<file path="config.mk">
export PLATFORM = sky130hd
export DESIGN_NAME = periph_bus_arbiter
export DESIGN_NICKNAME = d
export VERILOG_FILES = /design/src/rtl/periph_bus_arbiter.sv
export SDC_FILE = /design/constraint.sdc
export NUM_CORES = 1
export LEC_CHECK = 0
export ABC_AREA = 1
export BUFFER_PORTS_ARGS = -buffer_cell sky130_fd_sc_hd__buf_2
export CELL_PAD_IN_SITES_DETAIL_PLACEMENT = 1
export CELL_PAD_IN_SITES_GLOBAL_PLACEMENT = 2
export CORE_MARGIN = 4
export CORE_UTILIZATION = 25
export CTS_CLUSTER_SIZE = 40
export DETAILED_ROUTE_END_ITERATION = 8
export GPL_TIMING_DRIVEN = 0
export PLACE_DENSITY_LB_ADDON = 0.1
export RECOVER_POWER = 25
export SLEW_MARGIN = 20
export SYNTH_ARGS = -nofsm -noshare
export SYNTH_HDL_FRONTEND = slang
export SYNTH_SLANG_ARGS = --single-unit
</file>
<file path="constraint.sdc">
create_clock -name clk -period 1.9 [get_ports clk]
set_input_delay 0.38 -clock clk [delete_from_list [all_inputs] [get_ports clk]]
set_output_delay 0.38 -clock clk [all_outputs]
set_load 0.01 [all_outputs]
</file>
<file path="src/rtl/periph_bus_arbiter.sv">
`timescale 1ns/1ps
// Two-master round-robin arbiter that serialises single-word transactions onto the timer bridge.
// Build option PERIPH_ARB_LOCK_EN adds m0_lock/m1_lock so an owner can keep the bus across transactions.
module periph_bus_arbiter #(
    parameter logic [31:0] TC0_BASE    = 32'h0000_7f00,
    parameter logic [31:0] TC1_BASE    = 32'h0000_7f10,
    parameter int unsigned TC_SPAN     = 12,
    parameter int unsigned WAIT_CYCLES = 0
) (
    input  logic        clk,
    input  logic        reset,
    input  logic        m0_req,
    input  logic        m0_we,
    input  logic [31:0] m0_addr,
    input  logic [31:0] m0_wd,
    output logic        m0_ack,
    output logic        m0_err,
    output logic [31:0] m0_rd,
    input  logic        m1_req,
    input  logic        m1_we,
    input  logic [31:0] m1_addr,
    input  logic [31:0] m1_wd,
    output logic        m1_ack,
    output logic        m1_err,
    output logic [31:0] m1_rd,
`ifdef PERIPH_ARB_LOCK_EN
    input  logic        m0_lock,
    input  logic        m1_lock,
`endif
    output logic        br_we,
    output logic        [31:0] br_addr,
    output logic [31:0] br_wd,
    input  logic [31:0] br_in,
    output logic [1:0]  dbg_state
);

    // Handshake: a master holds req/we/addr/wd stable until its one-cycle ack and drops req
    // on the edge ending that ack; req still high in the following IDLE cycle is a new transaction.
    localparam logic [31:0] TC0_LAST  = TC0_BASE + TC_SPAN - 32'd1;
    localparam logic [31:0] TC1_LAST  = TC1_BASE + TC_SPAN - 32'd1;
    localparam logic [3:0]  WAIT_INIT = (WAIT_CYCLES == 0) ? 4'd0 : 4'(WAIT_CYCLES - 1);

    typedef enum logic [1:0] {S_IDLE, S_WAIT, S_ACCESS, S_RESP} state_e;

    state_e      state_q, state_d;
    logic [3:0]  cnt_q, cnt_d;
    logic        owner_q, owner_d;
    logic        last_grant_q, last_grant_d;
    logic        lock_q, lock_d;
    logic        we_q, we_d;
    logic        valid_q, valid_d;
    logic [31:0] addr_q, addr_d;
    logic [31:0] wd_q, wd_d;
    logic [31:0] m0_rd_q, m0_rd_d;
    logic [31:0] m1_rd_q, m1_rd_d;

    logic        lock0, lock1;
    logic        owner_req, start, pick;
    logic        sel_we;
    logic [31:0] sel_addr, sel_wd;

`ifdef PERIPH_ARB_LOCK_EN
    assign lock0 = m0_lock;
    assign lock1 = m1_lock;
`else
    assign lock0 = 1'b0;
    assign lock1 = 1'b0;
`endif

    function automatic logic in_windows(input logic [31:0] a);
        return ((a >= TC0_BASE) && (a <= TC0_LAST)) || ((a >= TC1_BASE) && (a <= TC1_LAST));
    endfunction

    assign owner_req = owner_q ? m1_req : m0_req;
    assign start     = (state_q == S_IDLE) && (m0_req || m1_req);

    // A held lock beats round-robin only while the locked owner keeps requesting.
    always_comb begin
        if (lock_q && owner_req) begin
            pick = owner_q;
        end else if (m0_req && m1_req) begin
            pick = ~last_grant_q;
        end else begin
            pick = m1_req;
        end
        sel_we   = pick ? m1_we   : m0_we;
        sel_addr = pick ? m1_addr : m0_addr;
        sel_wd   = pick ? m1_wd   : m0_wd;
    end

    always_ff @(posedge clk or negedge reset) begin
        if (!reset) begin
            state_q <= S_IDLE;
        end else begin
            state_q <= state_d;
        end
    end

    always_comb begin
        state_d = state_q;
        cnt_d   = cnt_q;
        case (state_q)
            S_IDLE: begin
                if (start) begin
                    state_d = (WAIT_CYCLES == 0) ? S_ACCESS : S_WAIT;
                    cnt_d   = WAIT_INIT;
                end
            end
            S_WAIT: begin
                if (cnt_q == 4'd0) begin
                    state_d = S_ACCESS;
                end else begin
                    cnt_d = cnt_q - 4'd1;
                end
            end
            S_ACCESS: state_d = S_RESP;
            S_RESP:   state_d = S_IDLE;
            default:  state_d = S_IDLE;
        endcase
    end

    always_comb begin
        owner_d      = owner_q;
        last_grant_d = last_grant_q;
        lock_d       = lock_q;
        we_d         = we_q;
        valid_d      = valid_q;
        addr_d       = addr_q;
        wd_d         = wd_q;
        m0_rd_d      = m0_rd_q;
        m1_rd_d      = m1_rd_q;
        case (state_q)
            S_IDLE: begin
                if (lock_q && !owner_req) begin
                    lock_d = 1'b0;
                end
                if (start) begin
                    owner_d = pick;
                    we_d    = sel_we;
                    addr_d  = sel_addr;
                    wd_d    = sel_wd;
                    valid_d = in_windows(sel_addr);
                end
            end
            S_ACCESS: begin
                if (owner_q) begin
                    m1_rd_d = valid_q ? br_in : 32'd0;
                end else begin
                    m0_rd_d = valid_q ? br_in : 32'd0;
                end
            end
            S_RESP: begin
                last_grant_d = owner_q;
                lock_d       = owner_q ? lock1 : lock0;
            end
            default: ;
        endcase
    end

    always_ff @(posedge clk or negedge reset) begin
        if (!reset) begin
            cnt_q        <= 4'd0;
            owner_q      <= 1'b0;
            last_grant_q <= 1'b1;
            lock_q       <= 1'b0;
            we_q         <= 1'b0;
            valid_q      <= 1'b0;
            addr_q       <= 32'd0;
            wd_q         <= 32'd0;
            m0_rd_q      <= 32'd0;
            m1_rd_q      <= 32'd0;
        end else begin
            cnt_q        <= cnt_d;
            owner_q      <= owner_d;
            last_grant_q <= last_grant_d;
            lock_q       <= lock_d;
            we_q         <= we_d;
            valid_q      <= valid_d;
            addr_q       <= addr_d;
            wd_q         <= wd_d;
            m0_rd_q      <= m0_rd_d;
            m1_rd_q      <= m1_rd_d;
        end
    end

    always_comb begin
        br_we     = (state_q == S_ACCESS) && we_q && valid_q;
        br_addr   = addr_q;
        br_wd     = wd_q;
        m0_ack    = (state_q == S_RESP) && !owner_q;
        m1_ack    = (state_q == S_RESP) && owner_q;
        m0_err    = m0_ack && !valid_q;
        m1_err    = m1_ack && !valid_q;
        m0_rd     = m0_rd_q;
        m1_rd     = m1_rd_q;
        dbg_state = state_q;
    end

endmodule

</file>
==> flow_summary_export.csv <==
group,metric,value,unit
die,die_area,0.0270,sq mm
final_layout,final_area,0.00862,sq mm
synthesis,netlist_instances,733,
worst_hold_path,hold_start,"m1_wd[11]",
setup_path,reg2reg_to,"valid_q",
placed_design,gp_congestion,0.763,
setup_path,crit_chain,"inv_1 -> nor2_2 -> inv_1 -> nor2_1 -> buf_2",
setup_path,critPathKind,"reg2out",
final_layout,area_growth,41.1,%
sta,period_share,0.925,
synthesis,syn_area,0.00611,sq mm
detailed_routing,viasPerCell,4.41,
setup_path,crit_fanout,5,
pwr,switching_share,0.390,
grt,gr-usage-all-layers,0.180,
sta,fmax,569,MHz
synthesis,yosysTopAreaCell,"dfrtp_1",
sta,hold_violations,0,
setup_path,critPathCaptureType,"output pin",
sta,rsz0062_at_grt,"true",
synthesis,synthTopCellsByArea,"dfrtp_1 56%, nand2_1 15%, o21ai_0 11%",
clock_network,htreeDepth,4,
worst_hold_path,holdPathStages,3,
clock_network,cts_tree,"done",
die,io_pins,301,
clock_network,clk_latency,0.43,ns
clock_network,cts_root_buffer,"clkbuf_16",
clock_network,cts.sinks,138,
final_layout,fillCellCount,2991,
clock_network,clockBufferDepth,2,
die,coreArea,0.0238,sq mm
synthesis,synth_seq_cells,138,
final_layout,drive_above_1_share,0.310,
die,die_y,164,um
sta,worst_pin_slew,0.879,ns
pwr,clkPwrFrac,0.297,
sta,fin_skew,0.0209,ns
die,initial_core_util,0.257,
clock_network,path_clk_slew,0.07,ns
synthesis,yosysSeqAreaShare,0.565,
pwr,power_switching,0.00455,W
setup_path,r2r_cells,11,
sta,max_slew_margin,0.414,
synthesis,avgSynthCellArea,8.34,sq um
outcome,status,"finished, final reports clean",
run,maxCapViolations,0,
detailed_routing,first_pass_iters,5,
setup_path,cpMaxStageDelayCell,"dfrtp_2",
grt,antenna_found_initial,8,
sta,post-route-min-period,1.76,ns
grt,grt_pass1_vias,6539,
synthesis,synthDistinctLibCells,22,
detailed_routing,num_vias,6128,
setup_path,r2r_slack,0.20,ns
clock_network,numCtsBuffers,17,
pwr,peakVddDrop,0.000461,V
detailed_routing,drt_iter0_drc,239,
synthesis,syn_nets,900,
setup_path,worstPathRequired,1.52,ns
placed_design,dp_hpwl,18200,um
worst_hold_path,min_to,"br_wd[11]",
sta,slew_viol_final,0,
grt,grt_max_degree,85,
pwr,power_density,1350,mW/mm^2
pwr,pwr-share-comb,0.344,
detailed_routing,avgRoutedWirePerCell,17.4,um
setup_path,slowest_delay,0.43,ns
setup_path,crit-reg2reg-launch,"last_grant_q",
setup_path,cp_common_cell,"inv_1",
grt,grt_pass1_wl,37300,um
die,fp.dieW,164,um
final_layout,fin_nets,1221,
setup_path,critPathArrivalTime,1.38,ns
pwr,finalPower,0.0117,W
pwr,p_leak,4.41,nW
sta,holdWs,0.203,ns
final_layout,post-route-util,0.363,
placed_design,placed_cell_area,0.00805,sq mm
die,rows,56,
sta,report.final.setup_viol,0,
placed_design,port_buffers,300,
pwr,power_frac_seq,0.359,
grt,grt_overflow,0,
setup_path,cp-start-kind,"flip-flop",
worst_hold_path,hp-class,"in2reg",
detailed_routing,wl,24200,um
synthesis,synth_top_area_share,0.561,
detailed_routing,drc_errors,0,
detailed_routing,ant_nets,0,
setup_path,cp_top_family,"flip-flops",
pwr,internal_power,0.00711,W
setup_path,path_buf_inv,3,
synthesis,ys_warn_count,0,
-- cells in the final DEF (no fill, tap or decap), types with 3 or more instances in the layout --
| cell | instances |
|---|---|
| dfrtp_2 | 3 |
| diode_2 | 3 |
| clkbuf_2 | 3 |
| buf_4 | 7 |
| clkbuf_1 | 62 |
| dfrtp_1 | 134 |
| nand3_1 | 10 |
| o21ai_0 | 134 |
| nand2_1 | 243 |
| inv_6 | 6 |
| clkbuf_16 | 17 |
| buf_6 | 6 |
| nand3b_1 | 18 |
| clkinvlp_4 | 3 |
| a31oi_1 | 11 |
| o21ai_1 | 25 |
| nor2_1 | 64 |
| buf_2 | 266 |
| inv_1 | 29 |
-- per-layer routing --
| layer | track usage | share of wire | routed length (um) |
|---|---|---|---|
| met1 | 0.236 | 0.45 | 10900 |
| met3 | 0.0572 | 0.073 | 1760 |
| met2 | 0.286 | 0.46 | 11100 |
| met5 | 0 | 0.0031 | 75 |
| met4 | 0.0507 | 0.017 | 409 |
-- area by class of cell --
type	instances	area (sq um)	area share
flip-flops and latches	138	3460	0.401
multi-input cells	518	2300	0.267
repair buffers	303	1490	0.173
clock buffers	18	439	0.0509
well taps	319	399	0.0463
plain buffers	45	253	0.0293
clock inverters	13	158	0.0183
inverters	31	116	0.0135
diodes	3	7.51	0.000871
-- Yosys cell counts --
library cell / n
nand3b_1: 18
clkbuf_1: 25
buf_2: 7
o21ai_2: 1
a31oi_1: 11
clkbuf_2: 2
nor3_1: 3
dfrtp_1: 137
inv_1: 29
nand2_2: 1
dfstp_2: 1
o21ai_1: 25
nand3_1: 10
buf_6: 6
inv_2: 2
nor2_1: 66
a21oi_1: 2
ha_1: 1
nand2_1: 244
buf_4: 6
o21ai_0: 134
nand2_4: 2
-- flip-flops by register name, indices dropped and copies added, names as in the netlist --
| signal | count |
|---|---|
| br_addr | 32 |
| br_wd | 32 |
| cnt_q | 4 |
| dbg_state | 2 |
| last_grant_q | 1 |
| m0_rd | 32 |
| m1_rd | 32 |
| owner_q | 1 |
| valid_q | 1 |
| we_q | 1 |
-- timing repair --
| item | 4_1_cts | 5_1_grt |
|---|---|---|
| pin swaps | 0 | 0 |
| setup endpoints to repair | 3 | 6 |
| setup buffers | 1 | 0 |
| resized for setup | 4 | 7 |
| endpoints found under the hold margin | 54 | 0 |
| hold buffers | 1 | 0 |
-- per-stage QoR --
step | cells | worst slack [ns] | TNS, ns
4_1_cts | 1385 | 0.0225 | 0
6_report | 1388 | 0.142 | 0
3_5_place_dp | 1353 | -0.0214 | -0.0311
2_1_floorplan | 733 | 0.442 | 0
5_1_grt | 1388 | -0.00593 | -0.00593
3_3_place_gp | 1352 | -1.85 | -251.57
-- logic make-up (layout without fill, tap and decap cells) --
logic type / count (synthesis) / after routing / share of synthesized area
compound gates: 173 / 173 / 0.145
fa+ha+maj: 1 / 1 / 0.00205
buf+inv: 77 / 410 / 0.0602
flops: 138 / 138 / 0.565
other cells: 0 / 3 / 0
simple gates: 344 / 344 / 0.228
-- power groups by stage --
stage | Combinational (W) | Sequential, W | Clock [W]
after floorplan | 0.00182 | 0.00453 | 0
after global placement | 0.00415 | 0.00420 | 0
after detailed placement | 0.00418 | 0.00422 | 0
after CTS | 0.00418 | 0.00419 | 0.00356
after global routing | 0.00457 | 0.00431 | 0.00370
final | 0.00401 | 0.00419 | 0.00346
-- worst reg2reg max path, delay by kind of cell (launching register included) --
kind,cells,cell delay (ns)
flops,1,0.56
buf+inv,2,0.20
simple gates,9,0.88
-- how the worst max path moves through the flow --
stage	startpoint	to	cells past startpoint
after floorplan	valid_q	br_we	4
after global placement	reset	br_addr[7]	1
after detailed placement	valid_q	br_we	5
final	owner_q	m1_err	5
after CTS	dbg_state[0]	m1_err	5
after global routing	dbg_state[0]	m1_err	5
Note: power is estimated with default switching activity, not from simulation.
